--- src/rtl/fifo_wr_arbiter.sv ---
// fifo_wr_arbiter: round-robin write arbiter feeding the write side of an async FIFO.
// NUM_REQ requesters compete for a single FIFO write port. The grant is combinational
// from req_valid and the registered state. No write is ever issued while fifo_full is high.
// Optional macro FIFO_ARB_BURST_EN lets a granted requester keep the grant for up to
// MAX_BURST consecutive beats. Without the macro, the grant rotates after every beat.
module fifo_wr_arbiter #(
    parameter int DATA_WIDTH = 8,
    parameter int NUM_REQ    = 4,
    parameter int MAX_BURST  = 4
) (
    input  logic                          wr_clk,
    input  logic                          wr_rst_n,
    input  logic [NUM_REQ-1:0]            req_valid,
    input  logic [NUM_REQ*DATA_WIDTH-1:0] req_data,
    output logic [NUM_REQ-1:0]            req_ready,
    input  logic                          fifo_full,
    output logic                          fifo_wr_en,
    output logic [DATA_WIDTH-1:0]         fifo_wr_data,
    output logic [$clog2(NUM_REQ)-1:0]    grant_id,
    output logic                          grant_valid
);

    localparam int ID_W = $clog2(NUM_REQ);

    if (NUM_REQ < 2 || NUM_REQ > 8 || MAX_BURST < 1 || MAX_BURST > 16) begin : g_bad_param
        $error("fifo_wr_arbiter: NUM_REQ must be 2..8 and MAX_BURST 1..16");
    end

    typedef enum logic {IDLE = 1'b0, LOCK = 1'b1} state_t;

    state_t          state_q, state_d;
    logic [ID_W-1:0] last_id_q, last_id_d;
    logic [ID_W-1:0] base_id;
    logic [ID_W-1:0] pick_id;
    logic            pick_vld;
    logic [ID_W-1:0] gnt_id;
    logic            gnt_vld;
    logic            xfer;

`ifdef FIFO_ARB_BURST_EN
    localparam int CNT_W = $clog2(MAX_BURST + 1);
    logic [ID_W-1:0]  lock_id_q, lock_id_d;
    logic [CNT_W-1:0] beat_cnt_q, beat_cnt_d;
    logic             lock_hit;

    // A held lock wins outright. A dropped lock re-arbitrates from the lock owner.
    assign lock_hit = (state_q == LOCK) && req_valid[lock_id_q];
    assign base_id  = (state_q == LOCK) ? lock_id_q : last_id_q;
`else
    assign base_id  = last_id_q;
`endif

    // Round-robin search: take the lowest valid index above base_id.
    // If there is none, wrap to the lowest valid index at or below base_id.
    always_comb begin
        pick_vld = 1'b0;
        pick_id  = '0;
        for (int i = NUM_REQ - 1; i >= 0; i--) begin
            if (req_valid[i] && i <= int'(base_id)) begin
                pick_vld = 1'b1;
                pick_id  = ID_W'(i);
            end
        end
        for (int i = NUM_REQ - 1; i >= 0; i--) begin
            if (req_valid[i] && i > int'(base_id)) begin
                pick_vld = 1'b1;
                pick_id  = ID_W'(i);
            end
        end
    end

    // Final grant selection: a live lock overrides the round-robin pick.
    always_comb begin
        gnt_vld = pick_vld;
        gnt_id  = pick_id;
`ifdef FIFO_ARB_BURST_EN
        if (lock_hit) begin
            gnt_vld = 1'b1;
            gnt_id  = lock_id_q;
        end
`endif
    end

    assign xfer = gnt_vld && !fifo_full;

    // State register: arbitration history and burst lock.
    always_ff @(posedge wr_clk) begin
        if (!wr_rst_n) begin
            state_q    <= IDLE;
            last_id_q  <= ID_W'(NUM_REQ - 1);
`ifdef FIFO_ARB_BURST_EN
            lock_id_q  <= '0;
            beat_cnt_q <= '0;
`endif
        end else begin
            state_q    <= state_d;
            last_id_q  <= last_id_d;
`ifdef FIFO_ARB_BURST_EN
            lock_id_q  <= lock_id_d;
            beat_cnt_q <= beat_cnt_d;
`endif
        end
    end

    // Next-state logic. Everything is frozen while the FIFO is full.
    always_comb begin
        state_d   = state_q;
        last_id_d = last_id_q;
`ifdef FIFO_ARB_BURST_EN
        lock_id_d  = lock_id_q;
        beat_cnt_d = beat_cnt_q;
        if (!fifo_full) begin
            if (lock_hit) begin
                // Locked beat. The last allowed beat releases the lock.
                if (beat_cnt_q == CNT_W'(MAX_BURST - 1)) begin
                    state_d    = IDLE;
                    last_id_d  = lock_id_q;
                    beat_cnt_d = '0;
                end else begin
                    beat_cnt_d = beat_cnt_q + 1'b1;
                end
            end else begin
                // The lock owner went away, so release the lock now.
                // The round-robin pick already started after it.
                if (state_q == LOCK) begin
                    state_d    = IDLE;
                    last_id_d  = lock_id_q;
                    beat_cnt_d = '0;
                end
                if (xfer) begin
                    last_id_d = gnt_id;
                    if (MAX_BURST > 1) begin
                        state_d    = LOCK;
                        lock_id_d  = gnt_id;
                        beat_cnt_d = CNT_W'(1);
                    end
                end
            end
        end
`else
        state_d = IDLE;
        if (xfer) begin
            last_id_d = gnt_id;
        end
`endif
    end

    // Output logic. All outputs are forced quiet while reset is held.
    always_comb begin
        req_ready    = '0;
        fifo_wr_en   = 1'b0;
        fifo_wr_data = '0;
        grant_id     = '0;
        grant_valid  = 1'b0;
        if (wr_rst_n && gnt_vld) begin
            grant_valid       = 1'b1;
            grant_id          = gnt_id;
            fifo_wr_data      = req_data[int'(gnt_id) * DATA_WIDTH +: DATA_WIDTH];
            fifo_wr_en        = !fifo_full;
            req_ready[gnt_id] = !fifo_full;
        end
    end

endmodule

--- config.mk ---
export PLATFORM = sky130hd
export DESIGN_NAME = fifo_wr_arbiter
export DESIGN_NICKNAME = d
export VERILOG_FILES = /design/src/rtl/fifo_wr_arbiter.sv
export SDC_FILE = /design/constraint.sdc
export NUM_CORES = 1
export LEC_CHECK = 0
export BUFFER_PORTS_ARGS = -buffer_cell sky130_fd_sc_hd__buf_2
export CAP_MARGIN = 10
export CORE_MARGIN = 2
export CORE_UTILIZATION = 30
export DETAILED_ROUTE_END_ITERATION = 16
export GPL_TIMING_DRIVEN = 0
export PLACE_DENSITY = 0.75
export RECOVER_POWER = 25
export SLEW_MARGIN = 20
export SYNTH_ARGS = -nofsm -noshare
export SYNTH_HDL_FRONTEND = slang
export SYNTH_SLANG_ARGS = --single-unit
--- constraint.sdc ---
create_clock -name wr_clk -period 1.73 [get_ports wr_clk]
set_input_delay 0.346 -clock wr_clk [delete_from_list [all_inputs] [get_ports wr_clk]]
set_output_delay 0.346 -clock wr_clk [all_outputs]
set_load 0.03 [all_outputs]
# Yosys cells after proc, flatten, opt, wreduce, memory -nomap -nowiden
# Index checks and enable logic that the tools add are counted.
dict set report op_classes {
  bitwise_logic 1
  n_mux 21
  shifts 1
  n_lt_le_gt_ge 8
  n_reduce_logical 10
}
# cell count
set ops {}
lappend ops {{variable part select 32 x 6 -> 8 bit} 1}
lappend ops {{two-way mux 2 bit} 8}
lappend ops {{two-way mux 1 bit} 10}
lappend ops {{logical AND 1 bit} 9}
lappend ops {{two-way mux 8 bit} 1}
lappend ops {{AND 4 bit} 1}
lappend ops {{> comparator 2 bit (first input constant)} 2}
lappend ops {{<= comparator 2 bit (first input constant)} 2}
lappend ops {{two-way mux 4 bit} 1}
lappend ops {{less-than comparator 2 x 3 -> 1 bit (second input constant)} 1}
lappend ops {{demux 1 bit (select 2 bit)} 1}
lappend ops {{>= comparator 2 x 1 -> 1 bit (second input constant)} 1}
lappend ops {{> comparator 1 x 2 -> 1 bit (first input constant)} 1}
lappend ops {{<= comparator 1 x 2 -> 1 bit (first input constant)} 1}
lappend ops {{zero test 1 bit} 1}
dict set report word_totals {
  output_inout_bits 16
  reg_bits 2
  in_bits 39
  elab_cells 42
}

# Logic depth before layout (Yosys ltp)
dict set report logic_depth {
  depth_word 15
  depth_mapped 6
  mapped_depth_nobuf 5
}

# Least setup slack after synthesis
# OpenSTA, ideal clock, no wires.
dict set report synth_path {
  path_kind {input port to output port}
  from {in req_valid[2]}
  to {out req_ready[0]}
  required_ns 1.384
  path_slack_ns -0.239
  stages 5
  t_arrival_ns 1.623
  path_buffers 0
  cell_sequence {nor4_2 > nand2b_1 > nor2_1 > nand2b_1 > nor2_1}
}
dict set report synth_via {
  elab_chain_cells 13
  elab_cells_between_ends 22
  classes_between {2 x order compare; 15 x mux; 1 x bitwise; 4 x reduce/logical}
}
# element line_no
set synth_lines {}
lappend synth_lines {{from (decl)} 13} ;# input logic [NUM_REQ-1:0] req_valid,
lappend synth_lines {{logical AND 1 bit} 59} ;# if (req_valid[i] && i <= int'(base_id)) begin
lappend synth_lines {{two-way mux 2 bit (3 in a row)} 59}
lappend synth_lines {{two-way mux 2 bit (3 in a row)} 65} ;# if (req_valid[i] && i > int'(base_id)) begin
lappend synth_lines {{less-than comparator 2 x 3 -> 1 bit (implied by the code) / >= comparator 2 x 1 -> 1 bit (equally long branches)} 160} ;# req_ready[gnt_id] = !fifo_full;
lappend synth_lines {{logical AND 1 bit (implied by the code)} 160}
lappend synth_lines {{two-way mux 1 bit (implied by the code)} 160}
lappend synth_lines {{demux 1 bit (select 2 bit)} 160}
lappend synth_lines {{AND 4 bit (no source line)} n/a}
lappend synth_lines {{two-way mux 4 bit (*)} 155} ;# if (wr_rst_n && gnt_vld) begin
lappend synth_lines {{to (decl)} 15} ;# output logic [NUM_REQ-1:0] req_ready,
# Mark *: on every way between the ends. The rest lies on a longest branch, timed or not.

# Final worst setup path
dict set report layout_path {
  from {reg last_id_q[0] (netlist: base_id[0])}
  to {out fifo_wr_data[6]}
}
dict set report layout_via {
  elab_chain_cells 11
  elab_cells_between_ends 29
  classes_between {6 x order compare; 1 x shift; 15 x mux; 7 x reduce/logical}
}
# element line_no
set layout_lines {}
lappend layout_lines {{from (decl)} 32} ;# logic [ID_W-1:0] last_id_q, last_id_d;
lappend layout_lines {{from (signal assigned)} 90} ;# last_id_q <= ID_W'(NUM_REQ - 1);
lappend layout_lines {{from (signal assigned)} 97} ;# last_id_q <= last_id_d;
lappend layout_lines {{<= comparator 2 bit} 59}
lappend layout_lines {{logical AND 1 bit} 59}
lappend layout_lines {{two-way mux 2 bit / two-way mux 1 bit (equally long branches) (4 in a row)} 59}
lappend layout_lines {{two-way mux 2 bit / two-way mux 1 bit (equally long branches) (3 in a row)} 65}
lappend layout_lines {{variable part select 32 x 6 -> 8 bit / logical AND 1 bit (equally long branches)} {158, 155}}
lappend layout_lines {{two-way mux 8 bit (*)} 155}
lappend layout_lines {{to (decl)} 18} ;# output logic [DATA_WIDTH-1:0] fifo_wr_data,
# Marks and branches as above.

==> summary.md <==
| Metric | Value |
|---|---|
| Layout net count | 167 |
| Width of the die | 44.5 um |
| Die outline height | 44.5 um |
| DIE AREA | 0.00198 sq mm |
| 1st-pass router iterations | 4 |
| Mapped Nets | 99 |
| Kind of critical path | flop to primary output |
| Number of hold buffers added after cts | 0 |
| Post-route ant nets | 0 |
| TritonCTS Buffers | 3 |
| Number of H-tree levels | 1 |
| Static leakage | 0.552 nW |
| Worst-skew pair later-pin latency | 220 ps |
| Final Instance Count excl. Fillers | 142 |
| # placed instances | 130 |
| Mean instance size in the synthesized netlist | 8.20 sq um |
| Iteration-0 DRC Markers | 2 |
| Instance area after placement | 818 sq um |
| Hold Violations, Final | 0 |
| Post-synth EDFFs | 0 |
| Critical path endpoint | fifo_wr_data[6] |
| Primary flip-flop cell chosen by synthesis mapping | dfxtp_1 |
| Number of maximum-capacitance constraint violations | 0 |
| Starting density of the core | 32.3% |
| Worst-margin pin slew | 317 ps |
| Number of cells traversed by the worst register-to-register path | 7 |
| Root buffer cell | clkbuf_4 |
| Fraction of layout instances using a drive strength above 1 | 76.2% |
| Largest buffer count on any clock path | 2 |
| Top-count cell post-synth | mux2i_1 |
| Via count normalized by instance count | 5.13 |
| Capture point of the worst reg-to-reg path | base_id[0] |
| FF+latch count, synth | 2 |
| # DRC | 0 |
| Netlist cell types | 22 |
| # port buffers | 54 |
| Share of Yosys cell area claimed by the top area cell type | 32.6% |
| Power density of the placed cells | 588 mW/mm^2 |
| Slew Limit Headroom | 78.7% |
| I/O pin total | 55 |
| RR Startpoint | base_id[0] |
| Capturing element type of the critical path | primary output |
| Highest achievable clock rate | 0.474 GHz |
| Minimum setup slack among reg-to-reg paths | 280 ps |
| Clock tree from TritonCTS | done |
| GR Util All Layers | 19.3% |
| Setup repair after global routing missed its margin | yes |
| Most area-hungry cell type in the Yosys netlist | mux2i_1 |
| Synth top area cells | mux2i_1 33%, o22ai_2 15%, dfxtp_1 8.1% |
| Max reg flops | 2 |
| Clk pin slew, worst setup/hold paths | 30 ps |
| Global-route wire length before repair | 2.85 mm |
| Max-slew violation count | 0 |
| VDD IR max | 0.375 mV |
| Placed wire-length estimate | 1.28 mm |
| Portion of the post-synthesis area used by sequential elements | 8.14% |
| Status | finished with violations |
| Number of sinks driven by the clock tree | 2 |
| Setup slack of the critical path after layout | -381 ps |
| Total grt overflow | 0 |
| Vias in the first global route | 697 |
| Worst Setup SP | base_id[0] |
| Area of the core | 0.00152 sq mm |
| Final count of negative-setup-slack endpoints | 14 |
| Startpoint type of the worst setup path | flop |
| Tcrit/Tclk final | 122% |
| Worst min-delay path category | primary input to flop |
| Antenna violations before repair | 0 |
| Area added between synthesis and finish | 117% |
| GP Congestion | 0.758 |
| Fin crit period | 2110 ps |
| Syn. warnings | 0 |
| Clock Skew | 1.34 ps |
| Number of inserted diodes | 0 |
| Number of instances in the synthesized netlist | 60 |
| Most used standard cells in the synthesized netlist | 16 x mux2i_1, 6 x nand2b_1, 6 x nor2_1, 6 x o22ai_2, 3 x inv_2 |
| Post-placement setup slack | -388 ps |
| Combined area of all synthesized cells | 492 sq um |
| Core Rows | 14 |
| Largest net degree at the start of global routing | 10 |
| Endpoint required time on the critical path | 1380 ps |
| Violations in the final reports | setup timing |
| WL per Instance | 13.7 um |
| Detailed-route wire length | 1.95 mm |
| Utilization of the core after routing | 70.0% |
| Final design area excluding fillers | 0.00107 sq mm |
| Share of async-settable or async-resettable flops after synthesis | 0% |
| Number of vias after detailed routing | 728 |
| CP Max Fanout | 8 |
| Arr. time, crit path | 1770 ps |
-- worst min-delay path by stage --
stage | cells past startpoint | slack, ps | start | end
final | 2 | 410 | fifo_full | base_id[0]
after global routing | 2 | 410 | fifo_full | base_id[0]
after CTS | 2 | 410 | wr_rst_n | base_id[0]
after detailed placement | 2 | 520 | base_id[0] | base_id[0]
after global placement | 2 | 520 | base_id[0] | base_id[0]
after floorplan | 1 | 420 | wr_rst_n | base_id[1]
-- per-stage QoR --
stage                     hold slack, ps  total power [W]  TNS, ps
after global routing                 413         0.000669    -5570
after detailed placement             523         0.000403    -4010
final                                412         0.000627    -4280
after floorplan                      418         0.000299     -160
after global placement               520         0.000398    -4070
after CTS                            406         0.000602    -3620
-- worst max-delay path, cell delays in order, from the launching register on --
cell,delay [ps]
dfxtp_2,320
nand2b_1,140
a21oi_2,70
a211oi_2,210
buf_4,180
buf_8,130
mux2i_1,250
o22ai_2,100
buf_6,150
-- final cells by class --
class,count,area (sq um)
Inverter,4,15.0
Buffer,3,33.8
Clock buffer,3,22.5
Sequential cell,2,41.3
Timing Repair Buffer,62,415
Fill cell,134,458
Tap cell,16,20.0
Multi-Input combinational cell,52,518
-- placed cells by master (no fill, tap or decap), types with 2 or more instances in the layout --
cell | Yosys | final
buf_8 | 0 | 2
nor2_1 | 6 | 3
inv_2 | 3 | 3
buf_4 | 2 | 9
o22ai_2 | 6 | 8
nand2_8 | 0 | 2
buf_2 | 0 | 41
o21ai_0 | 2 | 2
nand2b_4 | 0 | 3
nor2_2 | 0 | 3
mux2i_1 | 16 | 14
nand2b_1 | 6 | 3
buf_6 | 1 | 13
clkbuf_4 | 0 | 3
mux2i_2 | 0 | 2
-- power by group --
| group | total (W) | internal [W] | switching, W |
|---|---|---|---|
| Combinational | 0.000469 | 0.000232 | 0.000237 |
| Sequential | 0.0000560 | 0.0000512 | 0.00000479 |
| Clock | 0.000102 | 0.0000765 | 0.0000259 |
-- per-layer routing --
layer	global-route usage [%]	routed length, um	share of wire [%]	vias to the layer above
met5	0	0	0	-
met4	9.70	25	1.3	0
met3	0.408	99	5.1	2
met2	38.0	1130	58	29
met1	20.3	699	36	336
li1	-	-	-	361
-- kinds of logic (layout without fill, tap and decap cells) --
kind of cell           count (synthesis)  in the layout  share of synthesized area (%)
buffers and inverters                  7             72                           8.39
DFF                                    2              2                           8.14
AOI/OAI and AO/OA                     16             16                           30.0
and+or+nand+nor                       19             20                           20.9
muxes                                 16             16                           32.6
-- timing repair --
| action | CTS | global route |
|---|---|---|
| resized for setup | 37 | 5 |
| setup buffers | 5 | 2 |
| gates cloned | 1 | 1 |
| endpoints found under the setup margin | 14 | 14 |
| pin swaps | 3 | 1 |
No activity file was read; power rests on OpenSTA's default activity.
